`src/rtl/neigh_fifo_pkg.sv`:
```
// Shared definitions for the multi-channel neighbour FIFO bank:
// counter width, occupancy-count width rule and channel slicing helpers.
package neigh_fifo_pkg;

  // Width of each per-channel dropped-write counter
  localparam int OVF_W = 8;

  // Occupancy needs one more bit than the pointer to represent DEPTH itself
  function automatic int cnt_w(input int ptr);
    return ptr + 1;
  endfunction

  // Low bit index of channel ch inside a flat bus of w-bit lanes
  function automatic int slice_lo(input int ch, input int w);
    return ch * w;
  endfunction

endpackage

```
`src/rtl/neigh_fifo_ch.sv`:
```
// One neighbour FIFO channel: storage, pointers, occupancy, stall-aware
// request latch and registered read port.
// Optional dropped-write counter under NEIGH_FIFO_OVF_CNT_EN.
module neigh_fifo_ch
  import neigh_fifo_pkg::*;
#(
  parameter int LEN       = 16,
  parameter int DEPTH     = 4,
  parameter int PTR       = 2,
  parameter int AF_MARGIN = 1
) (
  input  logic                    clk,
  input  logic                    rst,
  input  logic                    stall,
  input  logic [LEN-1:0]          wr_data,
  input  logic                    wr_valid,
  input  logic                    rd_rqst,
  output logic                    full,
  output logic                    almost_full,
  output logic [cnt_w(PTR)-1:0]   count,
  output logic [LEN-1:0]          rd_data,
  output logic                    rd_valid
`ifdef NEIGH_FIFO_OVF_CNT_EN
  ,
  output logic [OVF_W-1:0]        ovf_cnt
`endif
);

  localparam int CW = cnt_w(PTR);
  localparam logic [CW-1:0] DEPTH_C = CW'(DEPTH);
  localparam logic [CW-1:0] AF_TH   = CW'(DEPTH - AF_MARGIN);

  logic [LEN-1:0] mem [DEPTH];
  logic [PTR-1:0] wr_ptr_p0;
  logic [PTR-1:0] rd_ptr_p0;
  logic [CW-1:0]  cnt_p0;
  logic           rq_p0;
  logic [LEN-1:0] dout_p1;
  logic           vld_p1;
  logic           rd_en;
  logic           wr_en;

  assign full        = (cnt_p0 == DEPTH_C);
  assign almost_full = (cnt_p0 >= AF_TH);
  assign count       = cnt_p0;
  assign rd_data     = dout_p1;
  assign rd_valid    = vld_p1;

  // A same-cycle read frees the slot the write lands in, so a full FIFO may still accept
  assign rd_en = rq_p0 & (cnt_p0 != '0);
  assign wr_en = wr_valid & (~full | rd_en);

  // Storage array: data only, no reset needed
  always_ff @(posedge clk) begin
    if (wr_en) mem[wr_ptr_p0] <= wr_data;
  end

  // Pointers, occupancy and request latch (stage p0)
  always_ff @(posedge clk or posedge rst) begin
    if (rst) begin
      wr_ptr_p0 <= '0;
      rd_ptr_p0 <= '0;
      cnt_p0    <= '0;
      rq_p0     <= 1'b0;
    end else begin
      if (wr_en) wr_ptr_p0 <= wr_ptr_p0 + 1'b1;
      if (rd_en) rd_ptr_p0 <= rd_ptr_p0 + 1'b1;
      case ({wr_en, rd_en})
        2'b10:   cnt_p0 <= cnt_p0 + 1'b1;
        2'b01:   cnt_p0 <= cnt_p0 - 1'b1;
        default: cnt_p0 <= cnt_p0;
      endcase
      // During a stall a pending request is consumed by its read and not re-armed
      if (!stall)     rq_p0 <= rd_rqst;
      else if (rd_en) rq_p0 <= 1'b0;
    end
  end

  // Registered read port (stage p1): data and valid freeze while stalled
  always_ff @(posedge clk or posedge rst) begin
    if (rst) begin
      dout_p1 <= '0;
      vld_p1  <= 1'b0;
    end else begin
      if (rd_en) dout_p1 <= mem[rd_ptr_p0];
      vld_p1 <= (vld_p1 & stall) | rd_en;
    end
  end

`ifdef NEIGH_FIFO_OVF_CNT_EN
  logic [OVF_W-1:0] ovf_p0;
  logic             drop;

  function automatic logic [OVF_W-1:0] sat_inc(input logic [OVF_W-1:0] v);
    return (v == {OVF_W{1'b1}}) ? v : v + 1'b1;
  endfunction

  assign drop    = wr_valid & full & ~rd_en;
  assign ovf_cnt = ovf_p0;

  // Dropped-write counter, saturating, cleared only by reset
  always_ff @(posedge clk or posedge rst) begin
    if (rst)       ovf_p0 <= '0;
    else if (drop) ovf_p0 <= sat_inc(ovf_p0);
  end
`endif

endmodule

```
`src/rtl/neigh_fifo_mc.sv`:
```
// Multi-channel neighbour-PE FIFO bank: NUM_CH independent channels
// between the bus-arbiter neighbour ports and PE operand fetch.
// Define NEIGH_FIFO_OVF_CNT_EN to add per-channel dropped-write counters.
module neigh_fifo_mc
  import neigh_fifo_pkg::*;
#(
  parameter int LEN       = 16,
  parameter int DEPTH     = 4,
  parameter int PTR       = 2,
  parameter int NUM_CH    = 2,
  parameter int AF_MARGIN = 1
) (
  input  logic                            clk,
  input  logic                            rst,
  input  logic                            stall,
  input  logic [NUM_CH*LEN-1:0]           data_in,
  input  logic [NUM_CH-1:0]               data_in_valid,
  input  logic [NUM_CH-1:0]               rd_rqst,
  output logic [NUM_CH-1:0]               full,
  output logic [NUM_CH-1:0]               almost_full,
  output logic [NUM_CH*cnt_w(PTR)-1:0]    count,
  output logic [NUM_CH*LEN-1:0]           data_out,
  output logic [NUM_CH-1:0]               data_out_valid
`ifdef NEIGH_FIFO_OVF_CNT_EN
  ,
  output logic [NUM_CH*OVF_W-1:0]         ovf_cnt
`endif
);

  localparam int CW = cnt_w(PTR);

  // One independent channel per lane; the top only slices the flat buses
  for (genvar c = 0; c < NUM_CH; c++) begin : g_ch
    neigh_fifo_ch #(
      .LEN       (LEN),
      .DEPTH     (DEPTH),
      .PTR       (PTR),
      .AF_MARGIN (AF_MARGIN)
    ) u_ch (
      .clk         (clk),
      .rst         (rst),
      .stall       (stall),
      .wr_data     (data_in[slice_lo(c, LEN) +: LEN]),
      .wr_valid    (data_in_valid[c]),
      .rd_rqst     (rd_rqst[c]),
      .full        (full[c]),
      .almost_full (almost_full[c]),
      .count       (count[slice_lo(c, CW) +: CW]),
      .rd_data     (data_out[slice_lo(c, LEN) +: LEN]),
      .rd_valid    (data_out_valid[c])
`ifdef NEIGH_FIFO_OVF_CNT_EN
      ,
      .ovf_cnt     (ovf_cnt[slice_lo(c, OVF_W) +: OVF_W])
`endif
    );
  end

endmodule

```
`config.mk`:
```
export PLATFORM = sky130hd
export DESIGN_NAME = neigh_fifo_mc
export DESIGN_NICKNAME = d
export VERILOG_FILES = /design/src/rtl/neigh_fifo_pkg.sv /design/src/rtl/neigh_fifo_ch.sv /design/src/rtl/neigh_fifo_mc.sv
export SDC_FILE = /design/constraint.sdc
export NUM_CORES = 1
export LEC_CHECK = 0
export BUFFER_PORTS_ARGS = -buffer_cell sky130_fd_sc_hd__buf_2
export CAP_MARGIN = 20
export CORE_ASPECT_RATIO = 0.6
export CORE_MARGIN = 1.5
export CORE_UTILIZATION = 62
export CTS_CLUSTER_SIZE = 20
export DETAILED_ROUTE_END_ITERATION = 10
export GPL_TIMING_DRIVEN = 0
export HOLD_SLACK_MARGIN = 0.15
export PLACE_DENSITY = 0.84
export SETUP_SLACK_MARGIN = 0.1
export SLEW_MARGIN = 10
export SYNTH_ARGS = -nofsm -noshare
export SYNTH_HDL_FRONTEND = slang
export SYNTH_SLANG_ARGS = --single-unit
```
`constraint.sdc`:
```
create_clock -name clk -period 4.61 [get_ports clk]
set_input_delay 0.461 -clock clk [delete_from_list [all_inputs] [get_ports clk]]
set_output_delay 0.461 -clock clk [all_outputs]
set_load 0.02 [all_outputs]
```
# == Yosys cells after proc, flatten, opt, wreduce, memory -nomap -nowiden ==
# Memory sizes are Yosys's and may differ from the RTL's. A register that Yosys moved wholly into a read port is not among the register bits.
# Cells that the tools add are included.
# totals
word_cells,56
regBits,18
inputBits,39
out_inout_bits,44
n_memories,2
ramBits,128
# mem_list
name,words,width,read_ports,rd_ports_with_merged_regs,write_ports,line,text
g_ch[0].u_ch.mem,4,16,1,1,1,neigh_fifo_ch.sv:33,logic [LEN-1:0] mem [DEPTH];
g_ch[1].u_ch.mem,4,16,1,1,1,neigh_fifo_ch.sv:33,
# classes
muxes,10
order_cmp,2
reduce_logical,4
eq_ne,8
add_sub_neg,8
n_bitwise,12
# op_table
cell,n
$pmux W3 S2,2
$add A2 B1 Y2 const B,4
$mux W1,8
$add A3 B1 Y3 const B,2
$and A1 B1 Y1,6
$eq A3 B3 Y1 const B,2
$ge A3 B2 Y1 const B,2
$reduce_bool A3 Y1,2
$sub A3 B1 Y3 const B,2
$eq A2 B1 Y1 const B,2
$eq A2 B2 Y1 const B,2
$ne A2 B1 Y1 const B,2
$or A1 B1 Y1,4
$reduce_bool A2 Y1,2
$not A1 Y1,2

# == Longest topological paths before layout ==
# Gate-level depths: netlist (run 1).
# depth
word_depth,6
depth_mapped,9
mapped_depth_nobuf,9

# == Hierarchy ==
# A second synthesis (run 1) with hierarchy kept.
# unflattened
cells_unflattened,360
area_unflattened_um2,7039.3
# by_module_without_submodules
module,cells_each,area_per_inst_um2,seq_area_each_um2,instances
neigh_fifo_ch,180,3519.6,2547.4,2

# == Least setup slack after synthesis (run 1) ==
# Ideal clock, no wire load.
# synth_timing
path_type,reg-to-reg
startpoint,reg g_ch[0].u_ch.cnt_p0[0]
endpoint,reg g_ch[0].u_ch.cnt_p0[2]
setup_time_ns,0.126
arrival_time_ns,2.421
required_time_ns,4.484
slack_ns,2.063
n_path_buf,2
stages_incl_launch_ff,9
path_cell_list,dfrtp_1 -> clkbuf_1 -> o31ai_1 -> buf_2 -> or2_2 -> fa_1 -> or3b_1 -> and3_1 -> a221o_1
# synth_via
elab_chain_cells,6
word_cells_on_any_way,12
cone_classes,add/sub (2); eq/ne (3); mux (1); bitwise (4); reduce/logical (2)
# synth_lines
item,line,text
from (decl),neigh_fifo_ch.sv:36,logic [CW-1:0] cnt_p0;
from (signal assigned),neigh_fifo_ch.sv:69,2'b10: cnt_p0 <= cnt_p0 + 1'b1;
from (signal assigned),neigh_fifo_ch.sv:70,2'b01: cnt_p0 <= cnt_p0 - 1'b1;
from (signal assigned),neigh_fifo_ch.sv:71,default: cnt_p0 <= cnt_p0;
$reduce_bool A3 Y1 / $eq A3 B3 Y1 (equally long branches),"neigh_fifo_ch.sv:50, neigh_fifo_ch.sv:43",
$and A1 B1 Y1 / $not A1 Y1 (equally long branches),"neigh_fifo_ch.sv:50, neigh_fifo_ch.sv:51",
$or A1 B1 Y1,neigh_fifo_ch.sv:51,assign wr_en = wr_valid & (~full | rd_en);
$and A1 B1 Y1,neigh_fifo_ch.sv:51,
$eq A2 B1 Y1 / $eq A2 B2 Y1 (equally long branches),neigh_fifo_ch.sv:68,"case ({wr_en, rd_en})"
$pmux W3 S2 / $reduce_bool A2 Y1 (equally long branches),n/a,
# Parallel ways exist; a longest one is shown, timed or not.
# A chain may end at the register's enable or synchronous reset.

# == Worst setup path in the final report (run 1) ==
# layout_timing
startpoint,reg g_ch[0].u_ch.rq_p0
endpoint,reg g_ch[0].u_ch.cnt_p0[2]
# layout_via
elab_chain_cells,5
word_cells_on_any_way,7
cone_classes,eq/ne (2); mux (1); bitwise (3); reduce/logical (1)
# layout_lines
item,line,text
from (decl),neigh_fifo_ch.sv:37,logic rq_p0;
from (signal assigned),neigh_fifo_ch.sv:74,if (!stall) rq_p0 <= rd_rqst;
$and A1 B1 Y1 (*),neigh_fifo_ch.sv:50,assign rd_en = rq_p0 & (cnt_p0 != '0);
$or A1 B1 Y1,neigh_fifo_ch.sv:51,
$and A1 B1 Y1,neigh_fifo_ch.sv:51,
$eq A2 B1 Y1 / $eq A2 B2 Y1 (equally long branches),neigh_fifo_ch.sv:68,
$pmux W3 S2 / $reduce_bool A2 Y1 (equally long branches),n/a,
# Every way passes the cells marked *; elsewhere a longest branch is shown, timed or not.

==> impl_metrics.py, run 1 <==
metrics = {
    "placement": {
        "place.gp.congestion": 0.809,
        "dp_slack_ns": 1.84,
        "port_buffers": 82,
        "dp_hpwl_mm": 8.46,
    },
    "job": {
        "drv_cap": 0,
    },
    "critical_path": {
        "r2r_start": "g_ch[0].u_ch.rq_p0$_DFFE_PP0P_",
        "crit_chain": "clkbuf_1, o31ai_1, buf_2, or2_2, fa_1, or3b_1, and3_1, a221o_1",
        "reg2regPathDepth": 8,
        "required_ns": 4.91,
        "end_kind": "register",
        "critPathKind": "register to register",
        "slowest_delay_ns": 0.42,
        "start_kind": "register",
        "crit_path_end": "g_ch[0].u_ch.count[2]$_DFFE_PP0P_",
        "startpoint": "g_ch[0].u_ch.rq_p0$_DFFE_PP0P_",
        "cp_data_arrival_time_ns": 3.13,
        "reg2reg_slack_ns": 1.78,
        "timing.critical_path.slowest_stage_cell": "fa_1",
        "regToRegEndpoint": "g_ch[0].u_ch.count[2]$_DFFE_PP0P_",
        "crit_path_max_fanout": 10,
    },
    "timing": {
        "drv_slew": 0,
        "max_slew_margin": 0.417,
        "period_share": 0.614,
        "finalSetupViolCount": 0,
        "fmax_ghz": 0.353,
        "tightest_slew_ns": 0.875,
        "hold_viol_final": 0,
        "tns_ns": 0,
        "layout_setup_ws_ns": 1.78,
        "finalWorstPathRequiredPeriod_ns": 2.83,
        "grt_setup_unrepaired": "false",
        "clock_skew_ns": 0.0180,
    },
    "min_path": {
        "worstHoldPathType": "primary input to register",
    },
    "floorplan": {
        "start_util": 0.650,
        "die_h_um": 85.3,
        "placementRows": 29,
        "die_area_um2": 12000,
        "coreArea_um2": 10800,
        "ios": 83,
        "fp.dieW_um": 140,
    },
    "yosys": {
        "avgSynthCellArea_um2": 18.2,
        "synthTopCellsByArea": "edfxtp_1 55%, dfrtp_1 18%, mux4_2 6.4%, mux4_1 4.5%, nand2_1 2.9%",
        "ys_warn_count": 0,
        "yosysTopAreaCellShare": 0.549,
        "syn_inst": 384,
        "synth.distinct_cells": 40,
        "synth_nets": 434,
        "yosysTopAreaCell": "edfxtp_1",
        "async_flop_share": 0.281,
        "synthFlopType": "edfxtp_1",
        "synth_seq_area_share": 0.727,
        "synth_edf_count": 128,
        "synth.cells.most_frequent": "128 x edfxtp_1, 55 x nand2_1, 50 x dfrtp_1",
        "yosysMostFrequentCell": "edfxtp_1",
        "synth_seq_cells": 178,
        "synth_area_um2": 7010,
    },
    "grt": {
        "antenna_found_initial": 0,
        "gr-usage-met3": 0.0530,
        "grt_max_degree": 36,
        "grt.busiest_layer": "met2",
        "grtUsageMet2": 0.390,
        "grt_pass1_vias": 3868,
        "grt_pass1_wl_mm": 20.8,
        "grt_overflow": 0,
        "met1_usage": 0.334,
        "grt_use_total": 0.242,
    },
    "layout": {
        "layout.nets": 537,
        "area_delta_synth_final_pct": 16.9,
        "antenna_cells": 0,
        "drive_gt1_frac": 0.352,
        "final_core_util": 0.760,
        "n_fill_cell": 613,
    },
    "cts": {
        "cts_tree": "done",
        "clock_path_buffers": 2,
        "htree_num_levels": 4,
        "clk_latency_ns": 0.42,
        "cts-resized-gates": 0,
        "root_buffer": "clkbuf_16",
        "cts.reportedPaths.clkPinSlew_ns": 0.07,
        "clock-sinks": 178,
        "cts_buffers": 17,
    },
    "detailed_routing": {
        "wl_mm": 13.0,
        "drc": 0,
        "first_pass_iters": 4,
        "wl_per_cell_um": 20.3,
        "drt_iter0_drc": 235,
        "via_count": 3607,
        "ant_nets": 0,
        "viasPerCell": 5.64,
    },
    "power_and_ir_drop": {
        "p_total_mw": 5.49,
        "leakage_nw": 3.26,
        "max-vdd-ir-drop_mv": 0.412,
        "pwr_density_cell_nw_per_um2": 671,
    },
    "status": {
        "status": "finished, final reports clean",
    },
}
## sequential cells by signal, summed over array words and instances, names as in the netlist
register / cells
g_ch.u_ch.count: 6
g_ch.u_ch.mem: 128
g_ch.u_ch.rd_data: 32
g_ch.u_ch.rd_ptr_p0: 4
g_ch.u_ch.rd_valid: 2
g_ch.u_ch.rq_p0: 2
g_ch.u_ch.wr_ptr_p0: 4
## power by group
| group | switching, mW | internal [mW] | total [mW] | leakage (nW) |
|---|---|---|---|---|
| logic | 0.971 | 0.749 | 1.72 | 1.22 |
| registers | 0.199 | 2.19 | 2.39 | 1.78 |
| clock network | 0.586 | 0.800 | 1.39 | 0.272 |
| total | 1.76 | 3.74 | 5.49 | 3.26 |
## worst min path at each step
| stage | slack (ns) | startpoint | end | depth (start not counted) |
|---|---|---|---|---|
| after floorplan | 0.45 | g_ch[1].u_ch.rd_valid$_DFF_PP0_ | g_ch[1].u_ch.rd_valid$_DFF_PP0_ | 2 |
| after global placement | 0.45 | g_ch[1].u_ch.rd_data[10]$_DFFE_PP0P_ | g_ch[1].u_ch.rd_data[10]$_DFFE_PP0P_ | 2 |
| after detailed placement | 0.46 | g_ch[1].u_ch.rd_data[1]$_DFFE_PP0P_ | g_ch[1].u_ch.rd_data[1]$_DFFE_PP0P_ | 2 |
| after CTS | 0.24 | data_in[3] | g_ch[0].u_ch.mem[3][3]$_DFFE_PP_ | 1 |
| after global routing | 0.24 | data_in[15] | g_ch[0].u_ch.mem[0][15]$_DFFE_PP_ | 1 |
| final | 0.25 | data_in[14] | g_ch[0].u_ch.mem[0][14]$_DFFE_PP_ | 1 |
## cell families after synthesis
kind of cell	share of synthesized area
and+or+nand+nor	0.0509
AOI/OAI and AO/OA	0.0186
DFF	0.727
xor gates and xnor gates	0.0138
muxes	0.140
buffers and inverters	0.0275
adders and majority gates	0.0218
## timing repair
action | 4_1_cts | 5_1_grt
hold buffers | 1 | 0
setup buffers | 0 | 0
endpoints found under the hold margin | 15 | 0
## placed cells by master, fill, tap and decap left out, types with 2 or more instances in the layout
cell          n
and2_1        4
and2_2        4
buf_2        89
buf_4         7
buf_6         2
bufinv_16     2
clkbuf_1      8
clkbuf_16    17
clkinv_2      2
clkinv_4      3
clkinvlp_4    2
dfrtp_1      50
edfxtp_1    128
fa_1          2
ha_1          9
inv_1        15
inv_2         2
inv_6         2
mux2_2       17
mux4_1       12
mux4_2       20
nand2_1      55
nand3_1       3
nor2_1        5
nor2b_1       2
o21ai_0       4
o31ai_1       2
or3b_1        2
xnor2_1       7
xor2_1        4
## per-stage QoR
stage / std cells / cell area (um2) / hold slack [ns]
final: 639 / 8190 / 0.250
after global routing: 639 / 8190 / 0.243
after CTS: 639 / 8190 / 0.242
after detailed placement: 606 / 7610 / 0.458
after global placement: 605 / 7590 / 0.453
after floorplan: 384 / 7010 / 0.450
## area by class of cell
| class | instances | area [um2] | area share |
|---|---|---|---|
| flip-flops and latches | 178 | 5090 | 0.622 |
| multi-input cells | 168 | 1720 | 0.210 |
| repair buffers | 84 | 440 | 0.0538 |
| clock buffers | 20 | 437 | 0.0533 |
| well taps | 139 | 174 | 0.0212 |
| clock inverters | 12 | 133 | 0.0162 |
| plain buffers | 21 | 129 | 0.0157 |
| inverters | 17 | 63.8 | 0.00779 |
## metal layers
layer / up-vias / wire (um) / share of wire
met2: 109 / 6510 / 0.50
met3: 6 / 620 / 0.048
met4: 0 / 84 / 0.0065
li1: 1647 / - / -
met5: - / 0 / 0
met1: 1845 / 5740 / 0.44
## worst max-delay path: cells and delay by family (launching register included)
| family | cells | cell delay (ns) |
|---|---|---|
| AO/OA/AOI/OAI | 2 | 0.42 |
| adder cells (fa/ha/maj) | 1 | 0.42 |
| buffers and inverters | 2 | 0.64 |
| flip-flops | 1 | 0.33 |
| AND/OR/NAND/NOR | 3 | 0.91 |
Power figures use the tool's default switching activity.
==> run 2, diff against run 1 <==
Settings changed: CORE_UTILIZATION 62 to 52, PLACE_DENSITY 0.84 to 0.75.
Clock period 4.61 ns to 2.6 ns, I/O delays scaled along.
==> run 2 against run 1 <==
Against the previous run:
- the flow now finishes with violations (design-rule violations)
- non-clock buffer count is 36 higher
- combinational power rose by 78%
- maximum frequency rose by 17%
- cell area rose by 5.0%
- largest power group unchanged
==> impl_metrics.py, run 2 (synthesis gave the netlist of run 1 again) <==
metrics = {
    "status": {
        "status": "finished, violations left",
        "violations": "design-rule violations",
    },
    "critical_path": {
        "start_kind": "register",
        "reg2regPathDepth": 8,
        "r2r_start": "g_ch[0].u_ch.count[0]$_DFFE_PP0P_",
        "crit_path_max_fanout": 10,
        "end_kind": "register",
        "regToRegEndpoint": "g_ch[0].u_ch.count[2]$_DFFE_PP0P_",
        "critPathKind": "register to register",
        "reg2reg_slack_ns": 0.19,
        "required_ns": 2.90,
        "cp_data_arrival_time_ns": 2.71,
    },
    "job": {
        "drv_cap": 0,
    },
    "timing": {
        "finalSetupViolCount": 0,
        "whs_ns": 0.234,
        "drv_slew": 0,
        "finalWorstPathRequiredPeriod_ns": 2.41,
        "hold_viol_final": 0,
        "period_share": 0.927,
        "clock_skew_ns": 0.0133,
        "fmax_ghz": 0.415,
        "grt_setup_unrepaired": "false",
        "max_slew_margin": 0.361,
        "tightest_slew_ns": 0.958,
    },
    "layout": {
        "area_delta_synth_final_pct": 22.8,
        "antenna_cells": 0,
        "final_common_cell": "edfxtp_1",
        "final_cell_mix": "128 x edfxtp_1, 88 x buf_2, 55 x nand2_1, 49 x dfrtp_1, 37 x dlygate4sd3_1",
        "drive_gt1_frac": 0.343,
        "layout.nets": 573,
        "top_register": "g_ch.u_ch.mem",
        "stdcell_count": 706,
        "final_core_util": 0.661,
        "largest_reg_flops": 128,
    },
    "grt": {
        "grt_use_total": 0.189,
        "grt_max_degree": 34,
        "grt_overflow": 0,
        "grt_pass1_wl_mm": 19.8,
        "grt_pass1_vias": 3835,
        "antenna_found_initial": 0,
    },
    "power_and_ir_drop": {
        "max-vdd-ir-drop_mv": 0.547,
        "leakage_nw": 3.42,
        "pwr_density_cell_nw_per_um2": 1120,
    },
    "floorplan": {
        "fp.dieW_um": 153,
        "start_util": 0.538,
        "die_h_um": 92.9,
        "coreArea_um2": 13000,
        "die_area_um2": 14200,
        "placementRows": 32,
        "ios": 83,
    },
    "placement": {
        "dp_cells": 637,
        "port_buffers": 82,
        "dp_hpwl_mm": 7.89,
        "place.gp.congestion": 0.725,
    },
    "cts": {
        "cts.reportedPaths.clkPinSlew_ns": 0.07,
        "cts_buffers": 17,
        "clk_latency_ns": 0.41,
        "cts_tree": "done",
        "clock-sinks": 178,
        "root_buffer": "clkbuf_16",
        "htree_num_levels": 4,
        "clock_path_buffers": 2,
    },
    "detailed_routing": {
        "via_count": 3642,
        "wl_per_cell_um": 17.7,
        "drt_iter0_drc": 160,
        "drc": 4,
        "first_pass_iters": 7,
        "wl_mm": 12.5,
        "viasPerCell": 5.16,
        "ant_nets": 0,
    },
    "min_path": {
        "hold_path_end": "g_ch[1].u_ch.wr_ptr_p0[0]$_DFFE_PP0P_",
        "worstHoldPathType": "primary input to register",
        "holdPathStages": 3,
        "min-delay-start": "data_in_valid[1]",
    },
}
[run 2: cell types whose count changed in the layout (fill, tap and decap cells not counted), sizes merged]
cell / delta
clkinv: -2
clkinvlp: +1
buf: +1
clkbuf: -4
inv: +6
dlygate4sd3: +36
bufinv: -2
[run 2: cell type report]
| type | instances | area (um2) |
|---|---|---|
| clock inverters | 15 | 141 |
| clock buffers | 17 | 425 |
| flip-flops and latches | 178 | 5100 |
| multi-input cells | 168 | 1720 |
| fillers | 902 | 4410 |
| plain buffers | 20 | 131 |
| well taps | 170 | 213 |
| repair buffers | 121 | 808 |
| inverters | 17 | 63.8 |
[run 2: timing repair]
action,in CTS,in global routing
endpoints found under the setup margin,2,1
hold buffers,37,0
pin swaps,1,0
hold endpoints to repair,149,0
resized for setup,2,3
setup buffers,1,0
[run 2: report_power, final]
group	total, mW	switching [mW]	internal, mW
combinational	3.07	1.69	1.38
sequential	4.21	0.334	3.87
clock	2.40	1.13	1.27
[run 2: layer usage]
| metal | vias to the layer above | GRT usage | wire length [um] |
|---|---|---|---|
| met1 | 1843 | 0.257 | 5670 |
| met5 | - | 0 | 0 |
| li1 | 1711 | - | - |
| met3 | 10 | 0.0473 | 606 |
| met2 | 78 | 0.309 | 6080 |
| met4 | 0 | 0.0531 | 113 |
[run 2: metrics by stage]
stage / total power, mW / TNS [ns] / setup slack, ns / area, um2
after floorplan: 6.39 / 0 / 0.115 / 7010
after detailed placement: 7.31 / -0.135 / -0.135 / 7650
after global routing: 10.2 / 0 / 0.107 / 8600
after CTS: 9.78 / 0 / 0.0989 / 8590
after global placement: 7.17 / -0.0239 / -0.0239 / 7630
final: 9.67 / 0 / 0.190 / 8600
[run 2: worst max-delay path by stage]
stage	end	slack, ns	startpoint
floorplan	g_ch[0].u_ch.count[2]$_DFFE_PP0P_	0.11	g_ch[0].u_ch.count[0]$_DFFE_PP0P_
global placement	g_ch[0].u_ch.count[2]$_DFFE_PP0P_	-0.02	g_ch[0].u_ch.rq_p0$_DFFE_PP0P_
detailed placement	g_ch[0].u_ch.count[2]$_DFFE_PP0P_	-0.14	g_ch[0].u_ch.rq_p0$_DFFE_PP0P_
CTS	g_ch[0].u_ch.count[2]$_DFFE_PP0P_	0.1	g_ch[0].u_ch.count[0]$_DFFE_PP0P_
global route	g_ch[0].u_ch.count[2]$_DFFE_PP0P_	0.11	g_ch[0].u_ch.count[0]$_DFFE_PP0P_
finish	g_ch[0].u_ch.count[2]$_DFFE_PP0P_	0.19	g_ch[0].u_ch.count[0]$_DFFE_PP0P_
[run 2: critical path, stage by stage, from the launching register on]
cell and delay [ns]:
dfrtp_1 0.34, clkbuf_4 0.17, o31ai_1 0.11, buf_4 0.21, or2_2 0.30, fa_2 0.36, or3b_1 0.36, and3_1 0.19
a221o_1 0.25
